`src/rtl/rsa_pipe_pkg.sv`:
```
// Shared types and defaults for the RSA ASIP pipeline memory stage.
// Holds constants and types only: no latency, no flow control.
package rsa_pipe_pkg;

  localparam int DEFAULT_ARQ         = 16;
  localparam int DEFAULT_MEM_TIMEOUT = 15;

  typedef enum logic {
    IDLE   = 1'b0,
    ACCESS = 1'b1
  } mem_state_e;

  // EX/MEM fields held for the duration of a memory access.
  typedef struct packed {
    logic                   rd;
    logic                   wr;
    logic                   wb_enable;
    logic                   rd_mux;
    logic [DEFAULT_ARQ-1:0] alu_result;
    logic [DEFAULT_ARQ-1:0] store_data;
  } exmem_fields_t;

endpackage

```
`src/rtl/mem_timeout_cnt.sv`:
```
// Access watchdog: expired is combinational on the TIMEOUT-th enabled cycle, then self-clears.
// Latency 0 on expired; no backpressure, counts while enable is high and never wraps.
module mem_timeout_cnt
  import rsa_pipe_pkg::*;
#(
  parameter int TIMEOUT = DEFAULT_MEM_TIMEOUT
) (
  input  logic clk,
  input  logic rst,
  input  logic clear,
  input  logic enable,
  output logic expired
);

  localparam int CW = $clog2(TIMEOUT + 1);
  localparam logic [CW-1:0] LAST = CW'(TIMEOUT - 1);

  logic [CW-1:0] cnt;

  // Fires while the final allowed cycle is still running, so the abort lands on its edge.
  assign expired = enable && (cnt == LAST);

  always_ff @(posedge clk or negedge rst) begin
    if (!rst) begin
      cnt <= '0;
    end else if (clear || expired) begin
      cnt <= '0;
    end else if (enable) begin
      cnt <= cnt + 1'b1;
    end
  end

endmodule

```
`src/rtl/mem_access_stage.sv`:
```
// MEM stage: runs loads/stores over req/ack and feeds MEM/WB; ALU ops retire in 1 cycle, accesses in 2+.
// Backpressure: stall holds upstream while an access is outstanding; accesses abort after TIMEOUT cycles.
module mem_access_stage
  import rsa_pipe_pkg::*;
#(
  parameter int ARQ     = DEFAULT_ARQ,
  parameter int TIMEOUT = DEFAULT_MEM_TIMEOUT
) (
  input  logic           clk,
  input  logic           rst,
  input  logic           valid_in,
  input  logic           mem_rd_in,
  input  logic           mem_wr_in,
  input  logic           wb_enable_in,
  input  logic           mem_rd_mux_in,
  input  logic [ARQ-1:0] alu_result_in,
  input  logic [ARQ-1:0] store_data_in,
  output logic           mem_req,
  output logic           mem_we,
  output logic [ARQ-1:0] mem_addr,
  output logic [ARQ-1:0] mem_wdata,
  input  logic           mem_ack,
  input  logic [ARQ-1:0] mem_rdata,
  output logic           valid_out,
  output logic           mem_rd_mux_out,
  output logic           wb_enable_out,
  output logic [ARQ-1:0] alu_result_out,
  output logic [ARQ-1:0] mem_result_out,
  output logic           stall,
  output logic           mem_err
);

  mem_state_e    state_q, state_d;
  exmem_fields_t cap_q, cap_d;

  logic           req_d, we_d, vld_d, mux_d, wb_d, err_d;
  logic [ARQ-1:0] addr_d, wdata_d, alu_d, res_d;
  logic           expired;

  mem_timeout_cnt #(.TIMEOUT(TIMEOUT)) u_timeout (
    .clk     (clk),
    .rst     (rst),
    .clear   ((state_q != ACCESS) || mem_ack),
    .enable  ((state_q == ACCESS) && !mem_ack),
    .expired (expired)
  );

  always_ff @(posedge clk or negedge rst) begin
    if (!rst) begin
      state_q        <= IDLE;
      cap_q          <= '0;
      mem_req        <= 1'b0;
      mem_we         <= 1'b0;
      mem_addr       <= '0;
      mem_wdata      <= '0;
      valid_out      <= 1'b0;
      mem_rd_mux_out <= 1'b0;
      wb_enable_out  <= 1'b0;
      alu_result_out <= '0;
      mem_result_out <= '0;
      mem_err        <= 1'b0;
    end else begin
      state_q        <= state_d;
      cap_q          <= cap_d;
      mem_req        <= req_d;
      mem_we         <= we_d;
      mem_addr       <= addr_d;
      mem_wdata      <= wdata_d;
      valid_out      <= vld_d;
      mem_rd_mux_out <= mux_d;
      wb_enable_out  <= wb_d;
      alu_result_out <= alu_d;
      mem_result_out <= res_d;
      mem_err        <= err_d;
    end
  end

  always_comb begin
    state_d = state_q;
    cap_d   = cap_q;
    req_d   = mem_req;
    we_d    = mem_we;
    addr_d  = mem_addr;
    wdata_d = mem_wdata;
    vld_d   = 1'b0;
    wb_d    = 1'b0;
    mux_d   = mem_rd_mux_out;
    alu_d   = alu_result_out;
    res_d   = mem_result_out;
    err_d   = mem_err;
    stall   = 1'b0;

    unique case (state_q)
      IDLE: begin
        if (valid_in && (mem_rd_in || mem_wr_in)) begin
          stall   = 1'b1;
          state_d = ACCESS;
          cap_d   = '{rd: mem_rd_in, wr: mem_wr_in, wb_enable: wb_enable_in,
                      rd_mux: mem_rd_mux_in, alu_result: alu_result_in,
                      store_data: store_data_in};
          req_d   = 1'b1;
          we_d    = mem_wr_in;
          addr_d  = alu_result_in;
          wdata_d = store_data_in;
        end else if (valid_in) begin
          vld_d = 1'b1;
          wb_d  = wb_enable_in;
          mux_d = mem_rd_mux_in;
          alu_d = alu_result_in;
          res_d = '0;
        end
      end
      ACCESS: begin
        stall = !mem_ack;
        if (mem_ack) begin
          state_d = IDLE;
          req_d   = 1'b0;
          vld_d   = 1'b1;
          wb_d    = cap_q.wb_enable;
          mux_d   = cap_q.rd_mux;
          alu_d   = cap_q.alu_result;
          // A write wins over a simultaneous read, so only a pure load returns data.
          res_d   = (cap_q.rd && !cap_q.wr) ? mem_rdata : '0;
        end else if (expired) begin
          stall   = 1'b0;
          state_d = IDLE;
          req_d   = 1'b0;
          err_d   = 1'b1;
          vld_d   = 1'b1;
          wb_d    = 1'b0;
          mux_d   = cap_q.rd_mux;
          alu_d   = cap_q.alu_result;
          res_d   = '0;
        end
      end
      default: state_d = IDLE;
    endcase
  end

endmodule
```
`config.mk`:
```
export PLATFORM = sky130hd
export DESIGN_NAME = mem_access_stage
export DESIGN_NICKNAME = d
export VERILOG_FILES = /design/src/rtl/rsa_pipe_pkg.sv /design/src/rtl/mem_timeout_cnt.sv /design/src/rtl/mem_access_stage.sv
export SDC_FILE = /design/constraint.sdc
export NUM_CORES = 1
export LEC_CHECK = 0
export ABC_AREA = 1
export CAP_MARGIN = 0
export CORE_UTILIZATION = 25
export DETAILED_ROUTE_END_ITERATION = 8
export GPL_TIMING_DRIVEN = 1
export PLACE_DENSITY = 0.48
export SLEW_MARGIN = 10
export SYNTH_ARGS = -nofsm -noshare
export SYNTH_HDL_FRONTEND = slang
export SYNTH_SLANG_ARGS = --single-unit
```
`constraint.sdc`:
```
create_clock -name clk -period 2 [get_ports clk]
set_input_delay 0.6 -clock clk [delete_from_list [all_inputs] [get_ports clk]]
set_output_delay 0.6 -clock clk [all_outputs]
set_load 0.05 [all_outputs]
```
==> summary.txt <==
Routing
  – Initial DRC Count: 158
  – Residual DRC: 0
  – Routed WL: 8630 µm
  – Remaining antenna violation count: 0
  – DR pass1 iterations: 4
  – Vias: 2794
  – Vias/cell: 4.08
  – Avg WL per Cell: 12.6 µm

Yosys
  – Synth top cells by count: 174 x nand2_1, 78 x dfrtp_1, 22 x inv_1
  – Top cells by area, synth: dfrtp_1 56%, nand2_1 19%, buf_4 3.9%, buf_6 3.6%, nand3_1 3.0%
  – Seq cells post-synth: 78
  – Syn_nets: 445
  – Synthesis Warnings: 0
  – Area leader, netlist: dfrtp_1
  – Post-synth EDFFs: 0
  – Top-count cell post-synth: nand2_1
  – Mapped cell area: 3480 µm²
  – Mapped Cells: 387
  – Top FF cell, synth: dfrtp_1
  – Post-synth ARST share: 100%
  – Yosys cell types: 22
  – Register area share after synthesis: 56.0%
  – Yosys top cell area share: 56.0%
  – Synthesized area per cell: 9.00 µm²

Global route
  – Initial antenna violation count: 0
  – GRT Util Overall: 12.9%
  – Total gr overflow: 0
  – Largest net degree at the start of global routing: 52
  – First-pass GRT wire length: 14200 µm
  – Vias in the first global route: 2806

Critical path
  – Crit-path max cell delay: 0.38 ns
  – CP arrival: 1.35 ns
  – R2r setup slk: 0.37 ns
  – Crit Path Class: reg -> out
  – Slowest cell on the critical path: dfrtp_1
  – R2R Path End: alu_result_out[13]$_DFFE_PN0P_
  – Reg2Reg Depth: 9
  – Largest delay share family, worst path: flip-flops
  – Reg-to-reg startpoint: u_timeout.cnt[0]$_DFFE_PN0P_
  – CP endpoint: stall
  – CP max FO: 2
  – Critical path startpoint category: register
  – Crit-path cells: inv_1, ha_2, nand3_4, nand2_4, nand2_4, buf_12
  – Stages on the worst setup path: 6
  – Setup crit end kind: output port
  – CP most frequent cell: nand2_4
  – Buf+Inv Stages, Crit Path: 2
  – CP Launch Point: u_timeout.cnt[0]$_DFFE_PN0P_
  – Worst EP required: 1.40 ns

Floorplanning
  – Ports: 127
  – Row cnt: 42
  – Core area: 13400 µm²
  – Die Y: 120 µm
  – Horiz. Die Dim: 120 µm
  – Die Area: 14400 µm²
  – Initial Util: 26.0%

CTS
  – CTS root buffer: clkbuf_16
  – Worst-skew pair later-pin latency: 0.33 ns
  – CTS tree: built
  – Inserted Clock Buffers: 9
  – CTS Buffer Depth: 2
  – # clock sinks: 78
  – Reg clk slew, reported paths: 0.06 ns
  – CTS Hold Buffers Added: 0
  – H-tree Lvls: 3

Pwr
  – Overall power: 5.94 mW
  – Peak VDD IR: 0.000486 V
  – Internal power: 3.49 mW
  – Pwr/cell area: 1190 nW/µm²
  – Switching power share of the total: 41.2%
  – Reg power frac: 35.5%
  – Psw: 2.45 mW
  – P_leak: 2.57 nW
  – Logic pwr share: 40.3%
  – Clock Power Share: 24.2%

STA
  – Slew @ Worst Pin: 0.576 ns
  – Fin crit share: 97.3%
  – Final hold violation count: 0
  – RSZ-0062 raised after global routing: true
  – Hold WS: 0.222 ns
  – Slew margin rel.: 61.6%
  – Final setup vio count: 0
  – Setup_tns: 0 ns
  – Clk_skew: 0.00680 ns
  – Final min period: 1.95 ns
  – Slew Limit Fails: 0
  – Fmax: 0.514 GHz

Placed design
  – DP HPWL: 6220 µm
  – Gpl congestion: 0.702
  – Input/output buffers: 126
  – Dpl cells: 669

Run
  – Max cap viols: 0

Cells and area
  – P&R area growth vs syn: 42.7%
  – Fill cells: 1412
  – ANT cells: 0
  – Area of the multi-input gates: 1180 µm²
  – Final nets: 564
  – Non-filler cells, final: 685
  – Layout cells sized above 1: 24.6%
  – Register area: 1950 µm²

Hold path
  – Class of the worst hold path: in -> async

Status
  – Status: completed
-- per-stage QoR --
step	instance area, µm²	utilization [%]	worst slack, ns
floorplan	3480	-	0.0433
global placement	4680	34.9	-0.204
detailed placement	4680	34.9	-0.198
CTS	4960	37.0	0.0281
global route	4970	37.1	-0.0385
finish	4970	37.1	0.0531
-- timing repair --
action	in CTS	in global routing
pin swaps	0	2
endpoints found under the setup margin	1	1
resized for setup	6	3
setup buffers	2	0
-- layout make-up --
type | count | share of cell area (%)
clock buffer | 12 | 4.96
clock inverter | 2 | 0.201
inverter | 24 | 1.91
multi-input combinational | 251 | 23.7
sequential | 78 | 39.3
tap | 176 | 4.43
timing repair buffer | 142 | 25.6
-- state kept, by name (all words and copies together), names as in the netlist --
| signal | count |
|---|---|
| cap_q | 20 |
| alu_result_out | 16 |
| mem_result_out | 16 |
| mem_wdata | 16 |
| u_timeout.cnt | 4 |
| mem_err | 1 |
| mem_rd_mux_out | 1 |
| mem_req | 1 |
| state_q | 1 |
| valid_out | 1 |
| wb_enable_out | 1 |
-- worst min-delay path by stage --
stage	endpoint	start	slack [ns]
finish	alu_result_out[7]$_DFFE_PN0P_	rst	0.22
global route	alu_result_out[7]$_DFFE_PN0P_	rst	0.25
global placement	mem_err$_DFFE_PN0P_	mem_err$_DFFE_PN0P_	0.45
CTS	alu_result_out[7]$_DFFE_PN0P_	rst	0.24
floorplan	alu_result_out[0]$_DFFE_PN0P_	rst	0.30
detailed placement	mem_err$_DFFE_PN0P_	mem_err$_DFFE_PN0P_	0.46
-- cells by family after synthesis --
| logic type | Yosys count | synth area share, % |
|---|---|---|
| AO/OA/AOI/OAI | 37 | 6.57 |
| flip-flops | 78 | 56.0 |
| AND/OR/NAND/NOR | 210 | 25.3 |
| XOR/XNOR | 2 | 0.503 |
| buffers and inverters | 58 | 10.8 |
| adder cells (fa/ha/maj) | 2 | 0.718 |
-- layer usage --
layer	GRT usage [%]	share of wire, %	vias to the layer above
li1	-	-	1417
met1	16.0	45	1282
met2	20.6	47	88
met3	5.23	7.0	7
met4	3.52	1.1	0
met5	0	0	-
-- power groups by stage --
stage          combinational (mW)  sequential (mW)  clock [mW]
6_report                     2.39             2.11        1.44
5_1_grt                      2.55             2.16        1.59
4_1_cts                      2.43             2.12        1.51
3_5_place_dp                 2.43             2.14           0
3_3_place_gp                 2.41             2.13           0
2_1_floorplan               0.909             2.91           0
-- cells in the final DEF (no fill, tap or decap), drive strengths merged --
cell           Yosys  layout
dlygate4sd2        0       4
nor2               9       9
clkinv             0       2
o31ai              1       1
dfrtp             78      78
o21ai             36      36
buf               33      88
ha                 2       2
clkdlybuf4s50      0      50
xor2               1       1
clkbuf             1      12
nand2            179     179
inv               24      24
nor3               1       1
xnor2              1       1
nand3             21      21
Power figures use the tool's default switching activity.
